<file path="src/rtl/hilo_mul_seq_if.sv">
// Bundle between the CPU pipeline and the HI/LO multiply stage,
// including the operand/product path to the external combinational multiplier.
interface hilo_mul_seq_if;
  logic        start;
  logic [31:0] op_a;
  logic [31:0] op_b;
  logic [31:0] mul_x;
  logic [31:0] mul_y;
  logic [63:0] mul_product;
  logic        hi_we;
  logic        lo_we;
  logic [31:0] wr_data;
  logic        hilo_rd;
  logic [31:0] hi;
  logic [31:0] lo;
  logic        busy;
  logic        done;
  logic        stall;

  modport master (
    output start, op_a, op_b, mul_product, hi_we, lo_we, wr_data, hilo_rd,
    input  mul_x, mul_y, hi, lo, busy, done, stall
  );

  modport slave (
    input  start, op_a, op_b, mul_product, hi_we, lo_we, wr_data, hilo_rd,
    output mul_x, mul_y, hi, lo, busy, done, stall
  );
endinterface

</file>
<file path="src/rtl/hilo_mul_seq.sv">
// Holds operands on the Booth multiplier for a fixed settle window, then
// captures the 64-bit product into HI/LO; also serves mthi/mtlo and read stalls.
module hilo_mul_seq #(
  parameter int MUL_LATENCY = 2
) (
  input  logic           clk,
  input  logic           rst_n,
  hilo_mul_seq_if.slave  bus
);

  typedef enum logic {IDLE, SETTLE} state_t;

  state_t      state_reg, state_next;
  logic [3:0]  count_reg, count_next;
  logic [31:0] mul_x_reg, mul_x_next;
  logic [31:0] mul_y_reg, mul_y_next;
  logic [31:0] hi_reg, hi_next;
  logic [31:0] lo_reg, lo_next;
  logic        done_reg, done_next;

  always_ff @(posedge clk or negedge rst_n) begin
    if (!rst_n) begin
      state_reg <= IDLE;
      count_reg <= '0;
      mul_x_reg <= '0;
      mul_y_reg <= '0;
      hi_reg    <= '0;
      lo_reg    <= '0;
      done_reg  <= 1'b0;
    end else begin
      state_reg <= state_next;
      count_reg <= count_next;
      mul_x_reg <= mul_x_next;
      mul_y_reg <= mul_y_next;
      hi_reg    <= hi_next;
      lo_reg    <= lo_next;
      done_reg  <= done_next;
    end
  end

  always_comb begin
    state_next = state_reg;
    count_next = count_reg;
    mul_x_next = mul_x_reg;
    mul_y_next = mul_y_reg;
    hi_next    = hi_reg;
    lo_next    = lo_reg;
    done_next  = 1'b0;

    case (state_reg)
      IDLE: begin
        if (bus.start) begin
          mul_x_next = bus.op_a;
          mul_y_next = bus.op_b;
          count_next = 4'(MUL_LATENCY - 1);
          state_next = SETTLE;
        end
      end
      SETTLE: begin
        if (count_reg == '0) begin
          hi_next    = bus.mul_product[63:32];
          lo_next    = bus.mul_product[31:0];
          done_next  = 1'b1;
          state_next = IDLE;
        end else begin
          count_next = count_reg - 4'd1;
        end
      end
      default: state_next = IDLE;
    endcase

    // Direct writes are applied last so they override a same-edge capture.
    if (bus.hi_we) hi_next = bus.wr_data;
    if (bus.lo_we) lo_next = bus.wr_data;
  end

  assign bus.mul_x = mul_x_reg;
  assign bus.mul_y = mul_y_reg;
  assign bus.hi    = hi_reg;
  assign bus.lo    = lo_reg;
  assign bus.busy  = (state_reg == SETTLE);
  assign bus.done  = done_reg;
  assign bus.stall = bus.hilo_rd & ((state_reg == SETTLE) | ((state_reg == IDLE) & bus.start));

endmodule

</file>
<file path="src/flat_wrapper.sv">
// flat-port wrapper written by rule: the top's interface ports become plain ports
module hilo_mul_seq_flat 
#(
  parameter int MUL_LATENCY = 2
)
  (clk, rst_n, bus_start, bus_op_a, bus_op_b, bus_mul_product, bus_hi_we, bus_lo_we, bus_wr_data, bus_hilo_rd, bus_mul_x, bus_mul_y, bus_hi, bus_lo, bus_busy, bus_done, bus_stall);
  hilo_mul_seq_if bus_i ();
  input  logic clk;
  input  logic rst_n;
  input wire logic [$bits(bus_i.start)-1:0] bus_start;
  input wire logic [$bits(bus_i.op_a)-1:0] bus_op_a;
  input wire logic [$bits(bus_i.op_b)-1:0] bus_op_b;
  input wire logic [$bits(bus_i.mul_product)-1:0] bus_mul_product;
  input wire logic [$bits(bus_i.hi_we)-1:0] bus_hi_we;
  input wire logic [$bits(bus_i.lo_we)-1:0] bus_lo_we;
  input wire logic [$bits(bus_i.wr_data)-1:0] bus_wr_data;
  input wire logic [$bits(bus_i.hilo_rd)-1:0] bus_hilo_rd;
  output wire logic [$bits(bus_i.mul_x)-1:0] bus_mul_x;
  output wire logic [$bits(bus_i.mul_y)-1:0] bus_mul_y;
  output wire logic [$bits(bus_i.hi)-1:0] bus_hi;
  output wire logic [$bits(bus_i.lo)-1:0] bus_lo;
  output wire logic [$bits(bus_i.busy)-1:0] bus_busy;
  output wire logic [$bits(bus_i.done)-1:0] bus_done;
  output wire logic [$bits(bus_i.stall)-1:0] bus_stall;
  assign bus_i.start = bus_start;
  assign bus_i.op_a = bus_op_a;
  assign bus_i.op_b = bus_op_b;
  assign bus_i.mul_product = bus_mul_product;
  assign bus_i.hi_we = bus_hi_we;
  assign bus_i.lo_we = bus_lo_we;
  assign bus_i.wr_data = bus_wr_data;
  assign bus_i.hilo_rd = bus_hilo_rd;
  assign bus_mul_x = bus_i.mul_x;
  assign bus_mul_y = bus_i.mul_y;
  assign bus_hi = bus_i.hi;
  assign bus_lo = bus_i.lo;
  assign bus_busy = bus_i.busy;
  assign bus_done = bus_i.done;
  assign bus_stall = bus_i.stall;
  hilo_mul_seq #(.MUL_LATENCY(MUL_LATENCY)) u_core (.clk(clk), .rst_n(rst_n), .bus(bus_i));
endmodule
</file>
<file path="config.mk">
export PLATFORM = sky130hd
export DESIGN_NAME = hilo_mul_seq_flat
export DESIGN_NICKNAME = d
export VERILOG_FILES = /design/src/rtl/hilo_mul_seq_if.sv /design/src/rtl/hilo_mul_seq.sv /design/src/flat_wrapper.sv
export SDC_FILE = /design/constraint.sdc
export NUM_CORES = 1
export LEC_CHECK = 0
export ABC_AREA = 1
export ABC_CLOCK_PERIOD_IN_PS = 2000
export CORE_ASPECT_RATIO = 2
export CORE_MARGIN = 1
export CORE_UTILIZATION = 41
export DETAILED_ROUTE_END_ITERATION = 8
export PLACE_DENSITY = 0.81
export SLEW_MARGIN = 25
export SYNTH_ARGS = -nofsm -noshare
export SYNTH_HDL_FRONTEND = slang
export SYNTH_SLANG_ARGS = --single-unit
</file>
<file path="constraint.sdc">
create_clock -name clk -period 2 [get_ports clk]
set_clock_uncertainty 0.1 [all_clocks]
set_input_delay 0.4 -clock clk [delete_from_list [all_inputs] [get_ports clk]]
set_output_delay 0.4 -clock clk [all_outputs]
set_load 0.01 [all_outputs]
</file>
==> impl_results.md, run 1 <==
- Critical-path top delay cell: clkdlybuf4s50_1
- Synth Area in Simple Gates: a little over a quarter
- Final net count: 1124
- Max Cap Viol: 0
- Static leakage: 4.689 nW
- Psw: approximately 4.1 mW
- Worst Hold End: u_core.count_reg[0]
- Max Fanout on Critical Path: 5
- Cell-internal power: 8.475 mW
- Post-Syn Area per Cell: 9.203 um^2
- Peak supply drop: 716.2 uV
- Top post-synthesis cells by count: nand2_1 (328), dfrtp_1 (134), nand3_1 (67)
- Via density: 4.779
- Worst hold path stage count: 1
- Min-Delay Path Class: flip-flop to flip-flop
- Vias in the first global route: approximately 5.6k
- Adder-Cell Fraction of Synth Area: 0.4132%
- Yosys cell types: 20
- Mux cell area share after synthesis: 11.90%
- Hold Crit Start: u_core.count_reg[0]
- Setup Buffers After CTS: 0
- Final Cell Area: 0.009829 mm^2
- Die H: 173.9 um
- H-tree depth: 4
- Top Family by Delay on Critical Path: buffers and inverters
- Most common cell in the synthesized netlist: nand2_1
- First-pass GRT wire length: 28970 um
- Sequential share of the synthesized area: 55.37%
- Routed WL: 18690 um
- Worst endpoint required time: 1.50 ns
- Comb pwr share: 41.3%
- Hold WS: between 0.3 and 0.4 ns
- Sequential fraction of design power: a little over a third
- Total track usage: approximately 25%
- Top cell type's share of synthesized area: 55.37%
- Fill cell count: 1126
- Largest net degree at the start of global routing: 50
- Final core utilization: around two thirds
- Final setup margin: approximately 0.11 ns
- Ys async rst share: 100.0%
- Rows: 62
- Via Count: approximately 5.5k
- Switch share: between 30% and 40%
- Number of antenna violations at the first check in global routing: 0
- Synthesized Nets: between 800 and 900
- PortBufs: 296
- Post-synthesis register bit count: 134
- R2R Path End: u_core.bus.lo[0]
- Cts bufs inserted: 17
- Ratio of cells with drive above 1 in the final layout: 11.35%
- DRT antenna net count: 0
- Longest Clk Path Bufs: 2
- Post-DP HPWL: 14180 um
- Diode count: 0
- Crit-path max cell delay: between 0.5 and 0.6 ns
- Worst setup SP type: flip-flop
- IO Pins: 297
- Core area: 0.01435 mm^2
- Slew HR: 67.94%
- Largest family of logic cells by synthesized area: simple AND/OR/NAND/NOR gates
- Initial Util: a little over two fifths
- Final setup vio count: 0
- Post-Synthesis Cells: 658
- Worst slew pin tran: 0.4809 ns
- Mapped Area: 0.006056 mm^2
- CP Capture Type: primary output
- Residual DRC: 0
- Ranking of synthesized cells by area: dfrtp_1 (55%), nand2_1 (20%), mux2_2 (8.0%)
- Remaining global-route overflow: 0
- Compound-gate portion of the synthesized area: 0.4545%
- Worst path cell trace: clkdlybuf4s50_1
- Data arrival at the endpoint of the critical path: 1.39 ns
- TritonCTS Sinks: 134
- Fin crit share: 94.39%
- Run status: finished clean
- Fin. Hold Viols: 0
- Clock network power share: 23.6%
- Minimum clock period: 1.888 ns
- Placed Instance Area: 0.009246 mm^2
- Synth area leader: dfrtp_1
- RSZ-0062 raised after global routing: false
- Clock latency on the worst-skew pair: 0.40 ns
- R2R depth: 7
- Die Width: 87.94 um
- CTS Root Cell: clkbuf_16
- WP buf/inv: 1
- Routed len/inst: 16.10 um
- CP Class: flip-flop to primary output
- 1st-iter DRT viols: 190
- Drt pass-1 iters: 5
- GPL Wtd Cong: 0.8318
- CTS tree: built
- EDFF count, synth: 0
- RR Startpoint: u_core.count_reg[0]
- Highest clock rate: 529.7 MHz
- Pre-CTS setup slack: -0.06208 ns
- Synth warn: 0
- Slew Viols, Final: 0
- Synth-to-Final Area Change: 62.31%
- Post-synthesis xor/xnor area fraction: 0%
- Die area: 0.01529 mm^2
- Reg clk slew, reported paths: 0.06 ns
- R2R setup slack: 0.38 ns
- Power per cell area: 1283 mW/mm^2
- Ys flop type: dfrtp_1
==> what timing repair did <==
action                                 4_1_cts  5_1_grt
gates resized for setup                      2        0
hold buffers                                 1        0
endpoints found under the hold margin       46        0
setup endpoints to repair                    1        0
==> stage by stage <==
step | power (mW) | instances | TNS [ns]
floorplan | 6.606 | 658 | 0
global placement | 9.523 | 1128 | -0.04970
detailed placement | 9.710 | 1128 | -0.06208
CTS | 12.75 | 1161 | 0
global route | 13.33 | 1161 | 0
finish | 12.61 | 1161 | 0
==> how the worst max path moves through the flow <==
| stage | start | end | slack [ns] | depth (start not counted) |
|---|---|---|---|---|
| after floorplan | u_core.count_reg[0] | u_core.bus.hi[0] | 0.58 | 7 |
| after global placement | bus_start | bus_stall | -0.05 | 3 |
| after detailed placement | bus_start | bus_stall | -0.06 | 3 |
| after CTS | u_core.bus.busy | bus_busy | 0.09 | 1 |
| after global routing | u_core.bus.busy | bus_busy | 0.06 | 1 |
| final | u_core.bus.busy | bus_busy | 0.11 | 1 |
==> cell type report <==
type	instances	area, um^2	share of cell area [%]
clock inverters	14	133.9	1.362
flip-flops and latches	134	3354	34.13
inverters	9	33.78	0.3437
well taps	192	240.2	2.444
multi-input cells	474	2407	24.49
clock buffers	18	439.2	4.468
repair buffers	320	3221	32.76
==> layer usage <==
layer | global-route usage (%) | routed length [um] | up-vias
li1 | - | - | 2684
met2 | 45.38 | 10130 | 218
met3 | 7.095 | 1466 | 40
met5 | 0 | 0 | -
met1 | 25.47 | 6360 | 2606
met4 | 11.68 | 729 | 0
==> cell families after synthesis <==
logic type	count (synthesis)
fa+ha+maj	2
flops	134
simple gates	403
mux	64
compound gates	5
buf+inv	50
==> power by group through the flow <==
stage | registers (mW) | clock network, mW | logic, mW
6_report | 4.43 | 2.97 | 5.21
5_1_grt | 4.55 | 3.17 | 5.61
4_1_cts | 4.43 | 3.03 | 5.29
3_5_place_dp | 4.46 | 0 | 5.25
3_3_place_gp | 4.40 | 0 | 5.12
2_1_floorplan | 4.90 | 0 | 1.71
==> cell usage in the layout (no fill, tap or decap) <==
cell / count
nand2_1: 328
clkdlybuf4s50_1: 294
dfrtp_1: 133
nand3_1: 67
mux2_2: 43
mux2_1: 21
clkbuf_16: 17
buf_4: 17
inv_1: 6
buf_12: 6
inv_6: 5
nand2_2: 3
inv_2: 3
o21ai_0: 3
clkinvlp_4: 3
inv_8: 3
or2_2: 2
ha_1: 2
clkinv_4: 2
nand4_4: 1
o21a_1: 1
nand2_4: 1
o21ai_1: 1
nor2_1: 1
clkinv_8: 1
clkbuf_8: 1
dlygate4sd3_1: 1
buf_6: 1
dlygate4sd2_1: 1
dfrtp_2: 1
Power figures use the tool's default switching activity.
==> run 2, diff against run 1 <==
--- a/config.mk
+++ b/config.mk
@@ -6,7 +6,7 @@
 export NUM_CORES = 1
 export LEC_CHECK = 0
 export ABC_AREA = 1
-export ABC_CLOCK_PERIOD_IN_PS = 2000
+export ABC_CLOCK_PERIOD_IN_PS = 1900
 export CORE_ASPECT_RATIO = 2
 export CORE_MARGIN = 1
 export CORE_UTILIZATION = 41
==> constraint.sdc (replaced) <==
create_clock -name clk -period 1.9 [get_ports clk]
set_clock_uncertainty 0.1 [all_clocks]
set_input_delay 0.38 -clock clk [delete_from_list [all_inputs] [get_ports clk]]
set_output_delay 0.38 -clock clk [all_outputs]
set_load 0.01 [all_outputs]
==> impl_results.md, run 2 (synthesis results as in run 1) <==
- CP Class: flip-flop to primary output (unchanged)
- Routed WL: 19670 um (was 18690 um)
- Worst setup SP type: flip-flop (unchanged)
- Min-Delay Path Class: primary input to asynchronous set/reset pin (was flip-flop to flip-flop)
- Remaining global-route overflow: 0 (unchanged)
- Number of antenna violations at the first check in global routing: 0 (unchanged)
- IO Pins: 297 (unchanged)
- Routed len/inst: 16.88 um (was 16.10 um)
- R2R Path End: u_core.bus.lo[0] (unchanged)
- Ratio of cells with drive above 1 in the final layout: 11.41% (was 11.35%)
- Slew HR: 74.84% (was 67.94%)
- Die Width: 87.94 um (unchanged)
- Final setup margin: 0.02647 ns (was 0.1122 ns)
- TritonCTS Sinks: 134 (unchanged)
- Footprint of the multi-input gates: 0.002407 mm^2 (unchanged)
- Die H: 173.9 um (unchanged)
- R2R depth: 7 (unchanged)
- Diode count: 0 (unchanged)
- Hold WS: 0.3259 ns (was 0.3862 ns)
- GPL Wtd Cong: 0.8260 (was 0.8318)
- CP Capture Type: primary output (unchanged)
- Worst slew pin tran: 0.3774 ns (was 0.4809 ns)
- Power per cell area: 1402 mW/mm^2 (was 1283 mW/mm^2)
- Drt pass-1 iters: 5 (unchanged)
- Setup Buffers After CTS: 0 (unchanged)
- Highest clock rate: 533.8 MHz
- Pre-CTS setup slack: -0.1253 ns (was -0.06208 ns)
- Vias in the first global route: 5781 (was 5624)
- Largest net degree at the start of global routing: 49 (was 50)
- RSZ-0062 raised after global routing: false (unchanged)
- CTS Root Cell: clkbuf_16 (unchanged)
- Most common cell after layout, fill and taps aside: nand2_1 (unchanged)
- WP buf/inv: 1 (unchanged)
- Data arrival at the endpoint of the critical path: 1.39 ns (about the same)
- Final net count: 1128 (was 1124)
- Longest Clk Path Bufs: 2 (unchanged)
- Rows: 62 (unchanged)
- R2R setup slack: 0.19 ns (was 0.38 ns)
- Stages on worst setup path: 1 (unchanged)
- Worst path cell trace: clkdlybuf4s50_1 (unchanged)
- Fin crit share: 98.61%
- Static leakage: 4.795 nW (was 4.689 nW)
- RR Startpoint: u_core.count_reg[0] (unchanged)
- Cts bufs inserted: 17 (unchanged)
- Clock latency on the worst-skew pair: 0.42 ns (was 0.40 ns)
- Most frequent cells in the layout: nand2_1 (328), clkdlybuf4s50_1 (289), dfrtp_1 (133) (was nand2_1 (328), clkdlybuf4s50_1 (294), dfrtp_1 (133))
- Total track usage: 26.76% (was 25.03%)
- Initial Util: 42.20% (unchanged)
- Reg clk slew, reported paths: 0.06 ns (about the same)
- CTS tree: built (unchanged)
- Max Cap Viol: 0 (unchanged)
- Fin. Hold Viols: 0 (unchanged)
- 1st-iter DRT viols: 240 (was 190)
- Worst endpoint required time: 1.42 ns (was 1.50 ns)
- PortBufs: 296 (unchanged)
- Peak supply drop: 720.6 uV (was 716.2 uV)
- Slew Viols, Final: 0 (unchanged)
- Minimum clock period: ~1.9 ns
- First-pass GRT wire length: 30440 um (was 28970 um)
- Crit-path max cell delay: 0.63 ns (was 0.56 ns)
- Synth-to-Final Area Change: 65.08% (was 62.31%)
- Max Fanout on Critical Path: 2 (was 5)
- Fill cell count: 1113 (was 1126)
- Via Count: 5668 (was 5548)
- Die area: 0.01529 mm^2 (unchanged)
- Final setup vio count: 0 (unchanged)
- Critical-path top delay cell: clkdlybuf4s50_1 (unchanged)
- Top Family by Delay on Critical Path: buffers and inverters (unchanged)
- Residual DRC: 0 (unchanged)
- DRT antenna net count: 0 (unchanged)
- H-tree depth: 4 (unchanged)
- Register area: 0.003354 mm^2 (unchanged)
- Post-DP HPWL: 14330 um (was 14180 um)
- Core area: 0.01435 mm^2 (unchanged)
- Via density: 4.865 (was 4.779)
- Run status: finished clean (unchanged)
==> run 2: worst reg2reg max path, cell delays in order (launching register included) <==
cell     delay (ns)
dfrtp_1        0.40
inv_1          0.13
ha_1           0.21
nand4_4        0.29
nand2_2        0.20
buf_12         0.19
nand2_1        0.08
nand2_1        0.06
==> run 2: stage by stage <==
step | total power, mW | setup TNS, ns | cell area (um^2) | cells | util, %
2_1_floorplan | 6.953 | 0 | 6056 | 658 | -
3_3_place_gp | 10.11 | -0.1073 | 9314 | 1132 | 64.90
3_5_place_dp | 10.29 | -0.1253 | 9314 | 1132 | 64.90
4_1_cts | 14.15 | 0 | 9992 | 1165 | 69.63
5_1_grt | 14.73 | 0 | 9997 | 1165 | 69.66
6_report | 14.01 | 0 | 9997 | 1165 | 69.66
==> run 2: routing by layer <==
layer	part of all wire, %	GRT usage (%)	vias to the layer above
met1	34	27.95	2646
li1	-	-	2692
met5	0	0	-
met2	53	46.41	270
met3	7.8	6.952	60
met4	5.0	16.26	0
==> run 2: worst max path at each step <==
stage	slack [ns]	from	end
after floorplan	0.48	u_core.count_reg[0]	u_core.bus.hi[0]
after global placement	-0.11	bus_start	bus_stall
after detailed placement	-0.13	bus_start	bus_stall
after CTS	0.004	u_core.bus.lo[31]	bus_lo[31]
after global routing	0.001	u_core.bus.lo[0]	bus_lo[0]
final	0.03	u_core.bus.hi[29]	bus_hi[29]
==> run 2: timing repair <==
item	in CTS	in global routing
pin swaps	0	0
hold buffers	1	0
gates resized for setup	5	2
hold endpoints to repair	36	0
endpoints found under the setup margin	4	2
==> run 2: power breakdown <==
| group | switching [mW] | total, mW | internal, mW |
|---|---|---|---|
| logic | 2.39 | 5.59 | 3.19 |
| registers | 0.678 | 4.69 | 4.01 |
| clock network | 1.24 | 3.74 | 2.50 |
==> run 2: cell type report <==
cell class                 count  share of cell area (%)
clock inverter                11                   2.215
multi-input combinational    474                   24.08
clock buffer                  21                   4.506
timing repair buffer         324                   32.90
tap                          192                   2.403
sequential                   134                   33.55
inverter                       9                  0.3379
==> run 3, diff against run 2 <==
--- a/config.mk
+++ b/config.mk
@@ -5,11 +5,11 @@
 export SDC_FILE = /design/constraint.sdc
 export NUM_CORES = 1
 export LEC_CHECK = 0
-export ABC_AREA = 1
 export ABC_CLOCK_PERIOD_IN_PS = 1900
 export CORE_ASPECT_RATIO = 2
 export CORE_MARGIN = 1
-export CORE_UTILIZATION = 41
+export CORE_UTILIZATION = 40
+export CTS_CLUSTER_SIZE = 14
 export DETAILED_ROUTE_END_ITERATION = 8
 export PLACE_DENSITY = 0.81
 export SLEW_MARGIN = 25
==> impl_results.md, run 3 <==
- Run status: finished clean (unchanged)
- Most frequent cells in the layout: clkdlybuf4s50_1 (291), dfrtp_1 (133), nand2_1 (65), mux2_2 (65), mux2i_1 (64) (was nand2_1 (328), clkdlybuf4s50_1 (289), dfrtp_1 (133))
- Final core utilization: 68.98% (was 69.66%)
- DRT antenna net count: 0 (unchanged)
- Residual DRC: 0 (unchanged)
- Final Power: 13.79 mW (was 14.01 mW)
- Rows: 61 (was 62)
- Pre-CTS setup slack: -0.1706 ns (was -0.1253 ns)
- Synthesized Nets: 610 (was 826)
- Via density: 4.936 (was 4.865)
- Min-Delay Path Class: primary input to flip-flop (was primary input to asynchronous set/reset pin)
- WP buf/inv: 1 (unchanged)
- Routed WL: 17800 um (was 19670 um)
- Most common cell in the synthesized netlist: dfrtp_1 (was nand2_1)
- Highest clock rate: 538.2 MHz (was 533.8 MHz)
- R2R Path End: u_core.bus.hi[1] (was u_core.bus.lo[0])
- TritonCTS Sinks: 134 (unchanged)
- Synth warn: 0 (unchanged)
- First-pass GRT wire length: 27110 um (was 30440 um)
- Post-synthesis register bit count: 134 (unchanged)
- Final setup vio count: 0 (unchanged)
- Power per cell area: 1447 mW/mm^2 (was 1402 mW/mm^2)
- Post-DP HPWL: 13280 um (was 14330 um)
- Max Cap Viol: 0 (unchanged)
- Data arrival at the endpoint of the critical path: 1.38 ns (was 1.39 ns)
- Worst endpoint required time: 1.42 ns (about the same)
- Ranking of synthesized cells by area: dfrtp_1 (59%), mux2_2 (13%), mux2i_1 (11%) (was dfrtp_1 (55%), nand2_1 (20%), mux2_2 (8.0%))
- Minimum clock period: 1.858 ns (was 1.874 ns)
- Worst setup SP type: flip-flop (unchanged)
- Top cell type's share of synthesized area: 59.28% (was 55.37%)
- Ys flop type: dfrtp_1 (unchanged)
- GPL Wtd Cong: 0.8548 (was 0.8260)
- Stages on worst setup path: 1 (unchanged)
- Largest net degree at the start of global routing: 65 (was 49)
- Yosys cell types: 23 (was 20)
- Slew HR: 71.65% (was 74.84%)
- Critical-path top delay cell: clkdlybuf4s50_1 (unchanged)
- Final net count: 912 (was 1128)
- Longest Clk Path Bufs: 2 (unchanged)
- Mapped Area: 0.005657 mm^2 (was 0.006056 mm^2)
- CTS Root Cell: clkbuf_16 (unchanged)
- Synth-to-Final Area Change: 68.46% (was 65.08%)
- Die area: 0.01465 mm^2 (was 0.01529 mm^2)
- Routed len/inst: 18.86 um (was 16.88 um)
- Drt pass-1 iters: 4 (was 5)
- Total track usage: 24.84% (was 26.76%)
- R2R depth: 6 (was 7)
- Sequential share of the synthesized area: 59.28% (was 55.37%)
- IO Pins: 297 (unchanged)
- Diode count: 0 (unchanged)
- H-tree depth: 4 (unchanged)
- Cts bufs inserted: 17 (unchanged)
- Fin crit share: 97.79% (was 98.61%)
- Initial Util: 40.95% (was 42.20%)
- Slew Viols, Final: 0 (unchanged)
- Reg clk slew, reported paths: 0.06 ns (about the same)
- PortBufs: 296 (unchanged)
- Crit path launch: u_core.bus.hi[2] (was u_core.bus.hi[29])
- 1st-iter DRT viols: 159 (was 240)
- CP Capture Type: primary output (unchanged)
- Worst slew pin tran: 0.4253 ns (was 0.3774 ns)
- RR Startpoint: u_core.count_reg[1] (was u_core.count_reg[0])
- Max Fanout on Critical Path: 2 (unchanged)
- Static leakage: 3.892 nW (was 4.795 nW)
- Core area: 0.01381 mm^2 (was 0.01435 mm^2)
- Ratio of cells with drive above 1 in the final layout: 16.03% (was 11.41%)
- Worst path cell trace: clkdlybuf4s50_1 (unchanged)
- Die H: 170.2 um (was 173.9 um)
- Number of antenna violations at the first check in global routing: 0 (unchanged)
- Peak supply drop: 935.5 uV (was 720.6 uV)
- Most common cell after layout, fill and taps aside: clkdlybuf4s50_1 (was nand2_1)
- Post-Synthesis Cells: 442 (was 658)
- Top post-synthesis cells by count: dfrtp_1 (134), mux2_2 (65), nand2_1 (65) (was nand2_1 (328), dfrtp_1 (134), nand3_1 (67))
- Fin. Hold Viols: 0 (unchanged)
- CP Class: flip-flop to primary output (unchanged)
- Post-Syn Area per Cell: 12.80 um^2 (was 9.203 um^2)
- R2R setup slack: 0.10 ns (was 0.19 ns)
- CTS tree: built (unchanged)
- RSZ-0062 raised after global routing: true (was false)
- Top Family by Delay on Critical Path: buffers and inverters (unchanged)
- EDFF count, synth: 0 (unchanged)
- Ys async rst share: 100.0% (unchanged)
- Hold WS: 0.3202 ns (was 0.3259 ns)
- Die Width: 86.09 um (was 87.94 um)
- End point of the critical path: bus_hi[2] (was bus_hi[29])
- Crit-path max cell delay: 0.57 ns (was 0.63 ns)
- Remaining global-route overflow: 0 (unchanged)
- Final setup margin: 0.04196 ns (was 0.02647 ns)
- Via Count: 4660 (was 5668)
- Synth area leader: dfrtp_1 (unchanged)
- Vias in the first global route: 5285 (was 5781)
- Clock latency on the worst-skew pair: 0.41 ns (was 0.42 ns)
run 3: how the worst min path moves through the flow:
stage                   start               end  slack (ns)  cells past startpoint
detailed placement      rst_n  u_core.bus.hi[4]        0.23                      1
finish              bus_hi_we  u_core.bus.hi[4]        0.32                      3
global route        bus_hi_we  u_core.bus.hi[8]        0.34                      2
floorplan               rst_n   u_core.bus.busy       -0.02                      0
global placement        rst_n  u_core.bus.lo[0]        0.22                      1
CTS                 bus_hi_we  u_core.bus.hi[4]        0.31                      3
run 3: stage by stage:
stage	cells	setup TNS [ns]	instance area (um^2)
after floorplan	442	0	5657
final	944	0	9529
after global routing	944	-0.02605	9529
after CTS	943	0	9488
after global placement	912	-6.416	8822
after detailed placement	912	-7.757	8822
run 3: final cells by class:
cell class                 count  area, um^2
clock buffer                  17       425.4
clock inverter                13       231.5
fill                        1007        4285
inverter                       3       11.26
multi-input combinational    275        2085
sequential                   134        3354
tap                          189       236.5
timing repair buffer         313        3186
run 3: power by group:
part / switching (mW) / internal, mW / total (mW) / leakage [nW]
Combinational: 2.21 / 3.38 / 5.59 / 1.97
Sequential: 0.615 / 3.90 / 4.52 / 1.61
Clock: 1.23 / 2.45 / 3.68 / 0.315
run 3: layer usage:
| metal | vias to the layer above | routed length [um] | global-route usage [%] |
|---|---|---|---|
| met1 | 2207 | 6040 | 24.70 |
| met2 | 246 | 9473 | 43.34 |
| met4 | 0 | 1038 | 17.03 |
| met5 | - | 0 | 0 |
| li1 | 2141 | - | - |
| met3 | 66 | 1251 | 7.565 |
run 3: cells by family after synthesis:
logic type               count (synthesis)  share of synthesized area (%)
AO/OA/AOI/OAI                           69                          6.348
AND/OR/NAND/NOR                         75                          5.508
buffers and inverters                   33                          4.158
flip-flops                             134                          59.28
adder cells (fa/ha/maj)                  2                         0.4423
multiplexers                           129                          24.26
run 3: timing repair:
action | CTS | global route
endpoints found under the setup margin | 2 | 20
hold endpoints to repair | 40 | 0
gates cloned | 0 | 1
gates resized for setup | 3 | 6
hold buffers | 1 | 0
buffers inserted | 0 | 0
